### config.mk
export PLATFORM = sky130hd
export DESIGN_NAME = pipeline_stage_controller
export DESIGN_NICKNAME = d
export VERILOG_FILES = /design/src/rtl/pipeline_stage_controller.sv
export SDC_FILE = /design/constraint.sdc
export NUM_CORES = 1
export LEC_CHECK = 0
export BUFFER_PORTS_ARGS = -buffer_cell sky130_fd_sc_hd__buf_2
export CAP_MARGIN = 20
export CORE_AREA = 2 2 56 58
export DETAILED_ROUTE_END_ITERATION = 8
export DIE_AREA = 0 0 58 60
export PLACE_DENSITY = 0.84
export SYNTH_ARGS = -nofsm -noshare
export SYNTH_HDL_FRONTEND = slang
export SYNTH_SLANG_ARGS = --single-unit
### constraint.sdc
create_clock -name clk -period 2.1 [get_ports clk]
set_input_delay 0.105 -clock clk [delete_from_list [all_inputs] [get_ports clk]]
set_output_delay 0.105 -clock clk [all_outputs]
set_load 0.01 [all_outputs]
### src/rtl/pipeline_stage_controller.sv
// Write-enable / valid-bit sequencer for an N-stage in-order core (sequential one-hot or pipelined).
// Performance counters are built only when PIPELINE_STAGE_CONTROLLER_PERF_EN is defined; otherwise tied to 0.
module pipeline_stage_controller #(
  parameter int NUM_STAGES  = 5,
  parameter int PIPELINED   = 1,
  parameter int STALL_STAGE = 2,
  parameter int FLUSH_DEPTH = 3,
  parameter int CNT_WIDTH   = 32
) (
  input  logic                  clk,
  input  logic                  reset_n,
  input  logic                  run,
  input  logic                  stall,
  input  logic                  flush,
  output logic                  pc_wren,
  output logic [NUM_STAGES-2:0] stage_wren,
  output logic [NUM_STAGES-1:0] stage_valid,
  output logic                  ram_wren,
  output logic                  reg_wren,
  output logic [CNT_WIDTH-1:0]  retired_count,
  output logic [CNT_WIDTH-1:0]  stall_count,
  output logic [CNT_WIDTH-1:0]  flush_count
);
  localparam int N = NUM_STAGES;
  localparam logic [N-1:0] STATE_RST = (PIPELINED != 0) ? '0 : N'(1);

  if (NUM_STAGES < 3) begin : g_bad_stages
    $error("pipeline_stage_controller: NUM_STAGES must be >= 3");
  end
  if (STALL_STAGE < 1 || STALL_STAGE > NUM_STAGES-2) begin : g_bad_stall
    $error("pipeline_stage_controller: STALL_STAGE out of range 1..NUM_STAGES-2");
  end
  if (FLUSH_DEPTH < 1 || FLUSH_DEPTH > NUM_STAGES-2) begin : g_bad_flush
    $error("pipeline_stage_controller: FLUSH_DEPTH out of range 1..NUM_STAGES-2");
  end

  // state is the one-hot phase in sequential mode and the valid chain in pipelined mode
  logic [N-1:0] state, state_nxt;
  logic         ok, stall_eff, flush_eff;

  assign ok        = run & reset_n;
  assign stall_eff = (PIPELINED != 0) & stall & ~flush;
  assign flush_eff = (PIPELINED != 0) & flush;

  always_ff @(posedge clk or negedge reset_n) begin
    if (!reset_n)  state <= STATE_RST;
    else if (run)  state <= state_nxt;
  end

  assign stage_valid = state;

  if (PIPELINED != 0) begin : g_pipe
    logic [N-1:0] shifted;
    assign shifted = {state[N-2:0], 1'b1};

    always_comb begin
      state_nxt = shifted;
      for (int i = 0; i < N; i++) begin
        if (flush_eff) begin
          if (i >= 1 && i <= FLUSH_DEPTH) state_nxt[i] = 1'b0;
        end else if (stall_eff) begin
          // frozen front end keeps its instructions; the stall stage takes a bubble
          if (i < STALL_STAGE)       state_nxt[i] = state[i];
          else if (i == STALL_STAGE) state_nxt[i] = 1'b0;
        end
      end
    end

    always_comb begin
      pc_wren = ok & ~stall_eff;
      for (int i = 0; i < N-1; i++)
        stage_wren[i] = ok & ~(stall_eff & (i <= STALL_STAGE-2));
    end

    assign ram_wren = ok & state[N-2];
    assign reg_wren = ok & state[N-1];
  end else begin : g_seq
    assign state_nxt  = {state[N-2:0], state[N-1]};
    // next PC is produced by writeback, so the PC updates on the last phase
    assign pc_wren    = ok & state[N-1];
    assign stage_wren = {(N-1){ok}} & state[N-2:0];
    assign ram_wren   = ok & state[N-2];
    assign reg_wren   = ok & state[N-1];
  end

`ifdef PIPELINE_STAGE_CONTROLLER_PERF_EN
  always_ff @(posedge clk or negedge reset_n) begin
    if (!reset_n) begin
      retired_count <= '0;
      stall_count   <= '0;
      flush_count   <= '0;
    end else if (run) begin
      if (reg_wren)  retired_count <= retired_count + CNT_WIDTH'(1);
      if (stall_eff) stall_count   <= stall_count + CNT_WIDTH'(1);
      if (flush_eff) flush_count   <= flush_count + CNT_WIDTH'(1);
    end
  end
`else
  assign retired_count = '0;
  assign stall_count   = '0;
  assign flush_count   = '0;
`endif

endmodule
* Word-level counts from Yosys, hierarchy flattened
Cells that the tools add are included.
** Word-level totals
- Register bits after elaboration :: 5
- Bits in latches :: 0
- RAM bits :: 0
- ROM bits :: 0
- Output and inout bits :: 108
- Logic and storage cells :: 18
- Memories kept :: 0
** Operators by class
- Add/sub/neg operators :: 0
- Multiply operators :: 0
- Divide/modulo/power cells :: 0
- Magnitude comparators :: 0
- Equal/unequal tests :: 1
- Shifts and indexed selects :: 0
- Muxes and demuxes :: 7
- Bitwise logic cells :: 7
- Reduce and logical (&&, ||, !) cells :: 1
** Operators by type and width (number)
- 2-to-1 mux 1 bit :: 7
- AND 1 bit :: 5
- inequality test 2 bit, second input constant :: 1
- inverter 1 bit :: 2
- AND reduction 2 bit :: 1

* Logic depth before layout (Yosys ltp)
Gate-level depths: netlist of the first run.
- Depth after elaboration :: 4
- Gate-level depth with buffers :: 3
- Depth with buffers taken out :: 2

* Least setup slack after synthesis of the first run
Ideal clock, no wire load.
- Path type :: reg-to-reg
- Start point :: reg, netlist name stage_valid[4]
- End point :: reg state[4] (netlist: stage_valid[4])
- Library setup time :: 0.125 ns
- Arrival :: 0.662 ns
- Data required time :: 1.975 ns
- Path slack :: 1.312 ns
- Stages on the path, launching flop included :: 2
- Period minus slack after synthesis :: 0.788 ns
- Path through :: dfrtp_1 > mux2_4
** RTL lines
- end signal: assignment :: line 47 : else if (run) state <= state_nxt;
- end: declaration :: line 38 : logic [N-1:0] state, state_nxt;

* Worst setup path in the final report of the first run
- Start point :: in reset_n
- End point :: out pc_wren
** Between the ends
- Longest elaborated chain between the ends :: 2
** Ends and longest elaborated chain
- start: declaration :: line 11 : input logic reset_n,
- AND 1 bit :: line 41 : assign ok = run & reset_n;
- AND 1 bit :: line 70 : pc_wren = ok & ~stall_eff;
- end: declaration :: line 15 : output logic pc_wren,
No other way between the ends.

==> results of run 1 <==
==> final timing paths <==
path | slack (ns) | depth (start not counted) | from | endpoint
setup / recovery | 0.72 | 5 | reset_n | pc_wren
hold / removal | 0.13 | 2 | flush | stage_valid[2]$_DFFE_PN0P_
setup reg to reg | 1.33 | 1 | stage_valid[3]$_DFFE_PN0P_ | stage_valid[4]$_DFFE_PN0P_
hold reg to reg | 0.53 | 1 | stage_valid[4]$_DFFE_PN0P_ | stage_valid[4]$_DFFE_PN0P_
max in group asynchronous | 1.72 | 2 | reset_n | stage_valid[1]$_DFFE_PN0P_
min in group asynchronous | 0.23 | 2 | reset_n | stage_valid[2]$_DFFE_PN0P_
==> cells by family after synthesis <==
family,share of synthesized area
other cells,0.00362
compound gates,0.0435
buf+inv,0.750
mux,0.0145
flops,0.121
simple gates,0.0676
==> layer usage <==
layer  up-vias  part of all wire  GRT usage
met5         -                 0          0
met4         0             0.028     0.0797
met3         2              0.20     0.0195
met2        60              0.59     0.0909
met1       213              0.18     0.0326
li1        217                 -          -
==> synth_stat cells, drive strengths merged <==
cell / count
o21ai: 1
buf: 102
and2: 2
nand2: 2
dfrtp: 5
o311ai: 1
conb: 1
nand3b: 2
inv: 2
o32ai: 1
mux2: 1
a21o: 1
nand2b: 2
and3: 2
==> area by class of cell <==
class,instances,area (um2)
Clock inverter,1,5.00
Clock buffer,3,22.5
Inverter,2,7.51
Timing Repair Buffer,17,90.1
Fill cell,320,2120
Multi-Input combinational cell,111,490
Sequential cell,5,125
Tap cell,33,41.3
==> stage by stage <==
stage / utilization / power, W / instances
after floorplan: - / 0.000347 / 220
final: 0.269 / 0.000340 / 172
after global routing: 0.269 / 0.000369 / 172
after detailed placement: 0.256 / 0.000227 / 167
after global placement: 0.256 / 0.000225 / 167
after CTS: 0.269 / 0.000345 / 172
==> where the power goes <==
group	internal (W)	switching [W]	total [W]
clock network	0.0000690	0.0000412	0.000110
registers	0.000102	0.00000484	0.000107
logic	0.0000210	0.000102	0.000123
==> repair_timing <==
item,CTS,global route
endpoints found under the hold margin,5,0
setup buffers,0,0
hold buffers,1,0
==> run summary, run 1 <==
The post-cts repair resize count came out at 0. Yosys attributes the largest share of cell area to buf_4 73%, dfrtp_1 12%, o311ai_2 1.6%. For this design the static power due to leakage is 0.521 nW.

The die height came out at approximately 60 um. The source-to-sink clock delay at the later pin of the worst-skew pair is 0.24 ns. Dividing the final minimum period by the clock period gives 0.655. The average cell area after synthesis is 8.29 um2. The final hold slack is 0.126 ns. The number of different library cells used by synthesis comes to 16. The total negative slack for setup checks is 0 ns. The share of layout cells above drive strength 1 came out at 0.180. The number of rows in the core area came out at 20. The clock tree from TritonCTS is yes.

The power per cell area is around 430 mW/mm2. After routing the design area is slightly below 800 um2. The cell family contributing the most delay on the critical path is buffers and inverters.

The overall global routing resource usage came out at 0.0516. The wire length per cell after detailed routing came out at 5.95 um. During synthesis, Yosys emitted a total of 0 warnings. The worst-case vdd ir drop is 0.000202 V. The number of antenna violations at the first check in global routing is 0. The antenna diode count came out at 0. The highest cell delay on the worst timing path came out at 0.53 ns.

The final critical-path setup slack is 0.724 ns. The initial standard-cell utilization of the core is 0.357. The arrival time at the worst endpoint came out at 1.27 ns. The share of synthesized area occupied by flip-flops and latches is 0.121. The post-synthesis instance area came out at between 0.001 and 0.0015 mm2. The number of CTS-inserted buffers is 3. Max-cap violations in this run came to 0. The critical path goes through dlygate4sd3_1 > buf_2 > and2_1 > and2_1 > buf_2. The maximum operating frequency came out at a little over 700 MHz. The number of max-slew violations in the final report is 0. The final critical path time including I/O delays and setup came out at around 1.4 ns. The total iterations of the first detailed-routing run is 3. The cell count after synthesis came out at 125. The path class of the tightest hold or removal check is in -> reg. On the critical path, the stage with the largest delay is an instance of dlygate4sd3_1.

Pin placement for this block handled roughly 110 I/O pins. In this run the worst path has a maximum fanout of 8. The data required time at the worst endpoint came out at 2.00 ns. Setup repair after global routing left no endpoint under its margin. The post-detailed-placement cell area came out at 744 um2. The maximum buffer depth of the clock tree came out at 2. The wire length of the first global-routing pass came out at 1.16 mm. The final layout net count came out at 145. The number of buffer cells added on primary ports came out at 16. The run finished with clean final reports.

The via count of the first global-routing pass is 277. From synthesis to final layout, the design area changed by -24.5%. The clock edge transition at the registers on the reported setup and hold paths is 0.05 ns.

The area share of the largest cell type after synthesis came out at 0.732. The worst setup path is of the in -> out kind. STA classifies the critical path startpoint as an input pin.

The die covers around 0.0035 mm2. The number of buffers and inverters on the critical path came out at 3. The number of DRC markers in iteration 0 is 12. The clock drives 5 sinks. The HPWL after detailed placement is about 940 um.

The maximum level of the CTS H-tree is 1. The via total after detailed routing is 492. The sum of overflow across all layers after global routing came out at 0. The most frequent standard cell in the layout excluding fill and tap cells is conb_1. The maximum number of pins on one net before global-route repair came out at 12. Leaving out fill and tap cells, the most frequent cells in the layout are 96 x conb_1, 16 x buf_2, 5 x dfrtp_1. The tree is rooted in a clkbuf_4. In this run the standard cell core region covers 0.00290 mm2. The clock skew after layout came out at 0.00434 ns.

STA classifies the critical path endpoint as an output pin. The synthesized design spends more area on one cell type than any other, namely buf_4. The total of endpoints with negative setup slack in the final report is 0. The die is 58 um wide.

The number of register bits inferred by synthesis is 5. The number of flip-flops under the largest register name is 5. The final weighted congestion in routability-driven placement came out at 0.583. For this block, the routed nets add up to 1.02 mm of wire.

The hold violation count in the final report is 0. The number of vias per cell is 2.86. The number of nets with antenna violations after routing came out at 0.

The pre-CTS worst setup slack came out at approximately 1.2 ns. The post-detailed-route DRC marker count is 0.
No activity file was read; power rests on OpenSTA's default activity.
==> inputs of run 2 (changes only) <==
Settings changed: CORE_AREA 2 2 56 58 to 2 2 58 60, DIE_AREA 0 0 58 60 to 0 0 60 62, PLACE_DENSITY 0.84 to 0.79.
Clock period 2.1 ns to 1.3 ns, I/O delays scaled along.
==> run 2 against run 1 <==
  * Clock power increased by 60%
  * First-iteration DRC count increased by 130%
  * Largest cell class unchanged
  * Final cell count increased by 7.6%
  * Combinational power increased by 61%
  * Register-to-register slack got worse by 0.80 ns
  * Worst hold slack got worse by 0.039 ns
  * Setup slack got worse by 0.43 ns
  * Clock-buffer cell count increased by 1
  * Sequential share of layout area decreased by 0.30 points
  * Core utilization decreased by 1.9 points
  * Total power increased by 61%
  * Clock skew decreased by 0.0025 ns
==> run summary, run 2 (same netlist as run 1, synthesis figures left out) <==
The run finished with clean final reports. The final critical-path setup slack is 0.297 ns (-0.427 ns). The met1 wire length is 224 um (+24%). Derived from the worst setup path, the maximum achievable clock frequency is 997 MHz. The number of nets with antenna violations after routing came out at 0 (unchanged).

The number of CTS-inserted buffers is 3 (unchanged). The wire length of the first global-routing pass is 1.05 mm (-9.6%). The maximum buffer depth of the clock tree came to 2 (unchanged). The arrival time at the worst endpoint was 0.94 ns (-0.33 ns).

The number of DRC markers in iteration 0 came out at 28 (+16). The tightest min-delay check is of the in -> reg type. The number of max-slew violations in the final report was 0 (unchanged). The number of buffer cells added on primary ports came out at 16 (unchanged).

The maximum level of the CTS H-tree came out at 1 (unchanged). The overall global routing resource usage came out at 0.0432 (-0.00843). The power per cell area came to 685 mW/mm2 (+58%). The number of top-level pins came out at 113 (unchanged). The leakage dissipation came out at 0.518 nW (-0.52%). The antenna diode count came out at 0 (unchanged).

The total wire length came to 970 um (-5.3%). The kind of start point of the critical path is a flop. The hold violation count in the final report came to 0 (unchanged).

The post-detailed-route DRC marker count came to 0 (unchanged). The setup path with the least slack is of type reg -> out. The horizontal extent of the die came out at 60 um (+3.4%). The post-CTS setup-driven buffer insertion count came to 0 (unchanged).

The maximum number of pins on one net before global-route repair came to 12 (unchanged). The number of vias per cell came out at 2.64 (-7.6%). The total iterations of the first detailed-routing run is 4 (+1).

The via total after detailed routing was 489 (-0.61%). The cts-stage hold buffer count was 1 (unchanged). Setup repair after global routing left no endpoint under its margin. The library cells used most frequently in the layout, excluding fill and tap cells, are 96 x conb_1, 16 x buf_2, 5 x dfrtp_1. The clock edge transition at the registers on the reported setup and hold paths is 0.04 ns (about the same). The source-to-sink clock delay at the later pin of the worst-skew pair is 0.24 ns (about the same). The die area came out at 0.00372 mm2 (+6.9%). The wire length on met2 is 528 um (-13%). The clock net sink count is 5 (unchanged). The worst setup path is captured at an output pin.

The final layout net count came out at 145 (unchanged). The half-perimeter wire length after placement came out at 896 um (-4.8%). The share of layout cells above drive strength 1 is 0.173 (-0.00719). The number of rows in the core area is 21 (+5.0%).

The signed area change from the synthesized netlist to the final layout is -23.1%. The wire length per cell after detailed routing came out at 5.24 um (-12%). The total negative slack for setup checks came to 0 ns (unchanged). The post-cts repair resize count is 0 (unchanged).

The worst-case vdd ir drop came out at 0.000106 V (-48%). The clock skew after layout came out at 0.00188 ns (-0.00247 ns). The final critical path time including I/O delays and setup came out at ~1.0 ns. The final weighted congestion in routability-driven placement is 0.552 (-5.3%). The pre-CTS worst setup slack came out at 0.463 ns (-0.752 ns). The via count of the first global-routing pass came out at 267 (-3.6%). The die height is 62 um (+3.3%).

The maximum net fanout on the critical path is 4 (-4). TritonCTS built the clock tree. The data required time at the worst endpoint came out at 1.24 ns (-0.76 ns). The root buffer cell chosen for the clock tree is clkbuf_4.

The core outline area is 0.00318 mm2 (+9.5%). The library cell used most frequently in the layout, excluding fill and tap cells, is conb_1. The sum of overflow across all layers after global routing was 0 (unchanged). The number of flip-flops under the largest register name came out at 5 (unchanged).

After detailed routing, no signal wire sits above met3. The total of endpoints with negative setup slack in the final report came out at 0 (unchanged). The number of maximum-capacitance constraint violations came out at 0 (unchanged). In the finished design, the share of the clock period the worst path needs comes to 0.771. The number of antenna violations at the first check in global routing came out at 0 (unchanged).

The final standard cell utilization of the core came out at 0.251 (-0.0187). The total met3 wirelength after detailed routing is 217 um (+4.8%). The initial standard-cell utilization of the core is 0.326 (-0.0310).
-- run 2: path summary, 6_finish.rpt --
| kind | to | slack, ns | depth (start not counted) | start |
|---|---|---|---|---|
| worst max-delay path | ram_wren | 0.30 | 2 | stage_valid[3]$_DFFE_PN0P_ |
| worst min-delay path | stage_valid[2]$_DFFE_PN0P_ | 0.09 | 2 | flush |
| worst max register to register | stage_valid[4]$_DFFE_PN0P_ | 0.53 | 1 | stage_valid[3]$_DFFE_PN0P_ |
| worst min register to register | stage_valid[4]$_DFFE_PN0P_ | 0.52 | 1 | stage_valid[4]$_DFFE_PN0P_ |
| max in group asynchronous | stage_valid[1]$_DFFE_PN0P_ | 0.85 | 2 | reset_n |
| min in group asynchronous | stage_valid[4]$_DFFE_PN0P_ | 0.25 | 2 | reset_n |
-- run 2: worst max-delay path, cell delays in order, from the launching register on --
cell and delay, ns:
dfrtp_1 0.39, and3_1 0.18, buf_2 0.13
-- run 2: routing by layer --
layer | vias up | GRT usage
li1 | 219 | -
met2 | 62 | 0.0776
met5 | - | 0
met3 | 0 | 0.0373
met1 | 208 | 0.0249
met4 | 0 | 0.0381
-- run 2: cell type report --
class | count | area, um2
clock buffers | 4 | 26.3
repair buffers | 17 | 90.1
well taps | 46 | 57.6
flip-flops and latches | 5 | 125
multi-input cells | 111 | 490
fillers | 362 | 2380
inverters | 2 | 7.51
-- run 2: report_power, final --
part | leakage, nW | internal [W] | switching, W
registers | 0.0626 | 0.000165 | 0.00000787
clock network | 0.0150 | 0.000116 | 0.0000598
logic | 0.440 | 0.0000340 | 0.000164
total | 0.518 | 0.000315 | 0.000232
-- run 2: metrics by stage --
step / hold WS [ns] / power [W] / area, um2 / std cells
global route: 0.102 / 0.000592 / 797 / 185
finish: 0.0866 / 0.000546 / 797 / 185
detailed placement: -0.102 / 0.000366 / 761 / 180
floorplan: -0.231 / 0.000560 / 1390 / 220
global placement: -0.104 / 0.000363 / 761 / 180
CTS: 0.0775 / 0.000553 / 797 / 185
==> inputs of run 3 (changes only) <==
Clock period 1.3 ns to 1 ns, I/O delays scaled along.
==> run 3 against run 2 <==
  * Sequential cell count did not move
  * Global-route usage barely moved
  * First-iteration DRC count fell by 21%
  * Sequential share of layout area fell by 0.15 points
  * Setup slack got worse by 0.25 ns
  * Die area did not move
  * Largest power group unchanged
  * Design area rose by 0.94%
==> run summary, run 3 (same netlist as run 1, synthesis figures left out) <==
The worst setup path is captured at an output pin. The number of max-slew violations in the final report is 0 (unchanged). The post-detailed-route DRC marker count is 0 (unchanged). The number of top-level pins is 113 (unchanged). The total wire length came out at 970 um (unchanged). The share of layout cells above drive strength 1 came to 0.179 (+0.00591). The core outline area is 0.00318 mm2 (unchanged).

Leaving out fill and tap cells, the most frequent cell in the layout is conb_1. Clock tree synthesis selected as its root buffer the cell clkbuf_4. The number of CTS-inserted buffers came to 3 (unchanged). The clock net sink count was 5 (unchanged).

The highest cell delay on the worst timing path is 0.39 ns (about the same). The total of endpoints with negative setup slack in the final report was 0 (unchanged). The maximum buffer depth of the clock tree came out at 2 (unchanged). The via total after detailed routing is 495 (+1.2%). The maximum number of pins on one net before global-route repair came out at 12 (unchanged).

The number of buffers and inverters on the critical path is 1 (unchanged). The cell count after placement came out at 180 (unchanged). The startpoint identified for the worst register-to-register timing path is stage_valid[4]$_DFFE_PN0P_. The startpoint identified for the worst hold timing path is flush.

The instance count on the critical path is 2 (unchanged). The number of standard cells in the layout, taps in and fillers out is 186 (+0.54%). The wire length of the first global-routing pass came out at 1.04 mm (-0.67%). The number of antenna violations at the first check in global routing is 0 (unchanged).

The combinational share of power was 0.365 (+0.003). The number of nets with antenna violations after routing came to 0 (unchanged). The number of maximum-capacitance constraint violations came out at 0 (unchanged). The worst reg2reg path depth is 2 (+1).

The post-detailed-placement cell area is 761 um2 (unchanged). The total iterations of the first detailed-routing run is 2 (-2). The reg2reg setup slack came to 0.12 ns (-0.41 ns).

The slowest library cell on the worst path is dfrtp_1. The clock tree from TritonCTS is yes. The overall global routing resource usage is 0.0436 (+0.000413).

The number of DRC markers in iteration 0 was 22 (-21%). The net load switching power came out at 0.000302 W (+31%). The arrival time at the worst endpoint is 0.90 ns (-0.04 ns). STA classifies the critical path startpoint as a flop.

The clock share of power came out at 0.321 (about the same). The horizontal extent of the die was 60 um (unchanged). The maximum operating frequency came out at 1050 MHz. The fraction of power consumed by sequential logic is 0.314 (-0.002). The final weighted congestion in routability-driven placement is 0.531 (-3.8%).

The maximum level of the CTS H-tree is 1 (unchanged). Following the worst setup path forward leads to its endpoint at ram_wren. The via count of the first global-routing pass came out at 251 (-6.0%). The final critical path time including I/O delays and setup is 0.948 ns.

The maximum net fanout on the critical path came to 4 (unchanged). The cell family contributing the most delay on the critical path is flip-flops. The number of flip-flops under the largest register name is 5 (unchanged).

The die area was 0.00372 mm2 (unchanged). The initial standard-cell utilization of the core came out at 0.326 (unchanged). The final layout net count is 146 (+0.69%). In the finished design, the share of the clock period the worst path needs comes to 0.948.

The internal power came out at 0.000411 W (+31%). The sum of overflow across all layers after global routing came out at 0 (unchanged). The wire length per cell after detailed routing came to 5.22 um (-0.54%).

The proportion of total power due to net switching came to 0.424 (about the same). The hold violation count in the final report is 0 (unchanged). The worst-case vdd ir drop came to 0.000187 V (+76%).

The worst setup path startpoint is stage_valid[3]$_DFFE_PN0P_. The worst reg2reg path endpoint is stage_valid[4]$_DFFE_PN0P_. In the layout the commonest cells are 96 x conb_1, 16 x buf_2, 5 x dfrtp_1. The clock skew after layout came out at 0.00472 ns (+0.00285 ns).

The worst hold-check path type is in -> reg. The number of buffer cells added on primary ports came out at 16 (unchanged). The source-to-sink clock delay at the later pin of the worst-skew pair is 0.24 ns (about the same).

The total power of the final layout is 0.000713 W (+31%). The total negative slack for setup checks is 0 ns (unchanged). The flow ran to the end, and the final reports show no timing, DRC or antenna violations. The leakage dissipation is 0.523 nW (+1.0%). The number of vias per cell was 2.66 (+0.68%).

The data required time at the worst endpoint came out at 0.95 ns (-0.29 ns). The total of fill cells in the finished design was 354 (-2.2%). The die height was 62 um (unchanged). The post-cts repair resize count came out at 0 (unchanged). The clock edge transition at the registers on the reported setup and hold paths is 0.04 ns (about the same). Traced cell by cell, the critical path runs through and3_1 > buf_2.

Setup repair after global routing left no endpoint under its margin. The number of rows in the core area was 21 (unchanged). The power per cell area is 887 mW/mm2 (+29%).

The post-layout instance area is 805 um2 (+0.94%). The signed area change from the synthesized netlist to the final layout is -22.3%. The half-perimeter wire length after placement came out at 878 um (-2.0%). The antenna diode count is 0 (unchanged). The type of the setup path with the least slack is reg -> out.
==> run 3: cell types whose count changed in the layout (fill, tap and decap cells not counted), sizes merged <==
cell	previous run	this run
buf	16	17
==> run 3: final cells by class <==
| class | instances | area, um2 | share of cell area |
|---|---|---|---|
| multi-input cells | 111 | 490 | 0.610 |
| repair buffers | 18 | 97.6 | 0.121 |
| flip-flops and latches | 5 | 125 | 0.156 |
| clock buffers | 4 | 26.3 | 0.0327 |
| well taps | 46 | 57.6 | 0.0715 |
| inverters | 2 | 7.51 | 0.00933 |
==> run 3: worst min-delay path by stage <==
| stage | endpoint | slack [ns] | cells past startpoint |
|---|---|---|---|
| 2_1_floorplan | stage_valid[0]$_DFFE_PN0P_ | -0.25 | 0 |
| 3_3_place_gp | stage_valid[4]$_DFFE_PN0P_ | -0.12 | 1 |
| 3_5_place_dp | stage_valid[4]$_DFFE_PN0P_ | -0.12 | 1 |
| 4_1_cts | stage_valid[2]$_DFFE_PN0P_ | 0.07 | 2 |
| 5_1_grt | stage_valid[2]$_DFFE_PN0P_ | 0.07 | 2 |
| 6_report | stage_valid[2]$_DFFE_PN0P_ | 0.07 | 2 |
==> run 3: layer usage <==
metal	up-vias	wire (um)	GRT usage
met3	2	215	0.0373
met1	214	222	0.0261
met5	-	0	0
met2	62	522	0.0776
met4	0	10	0.0381
li1	217	-	-
==> run 3: repair_timing <==
| action | 4_1_cts | 5_1_grt |
|---|---|---|
| hold buffers | 1 | 0 |
| setup endpoints to repair | 0 | 2 |
| setup buffers | 0 | 1 |
| hold endpoints to repair | 5 | 0 |
==> run 3: worst reg2reg max path: stages (launching register included) <==
cell and delay [ns]:
dfrtp_1 0.37, buf_4 0.13, mux2_4 0.25
==> run 3: power by group through the flow <==
stage	registers, W	clock network, W	logic (W)
2_1_floorplan	0.000232	0	0.000497
3_3_place_gp	0.000227	0	0.000245
3_5_place_dp	0.000227	0	0.000248
4_1_cts	0.000225	0.000238	0.000252
5_1_grt	0.000225	0.000256	0.000300
6_report	0.000224	0.000229	0.000260
==> run 3: per-stage QoR <==
step                      hold WS, ns  setup WS (ns)  utilization
after floorplan                -0.246          0.212            -
after global routing           0.0684         0.0149        0.253
final                          0.0721         0.0521        0.253
after CTS                      0.0676        0.00187        0.251
after global placement         -0.119          0.234        0.239
after detailed placement       -0.116          0.202        0.239
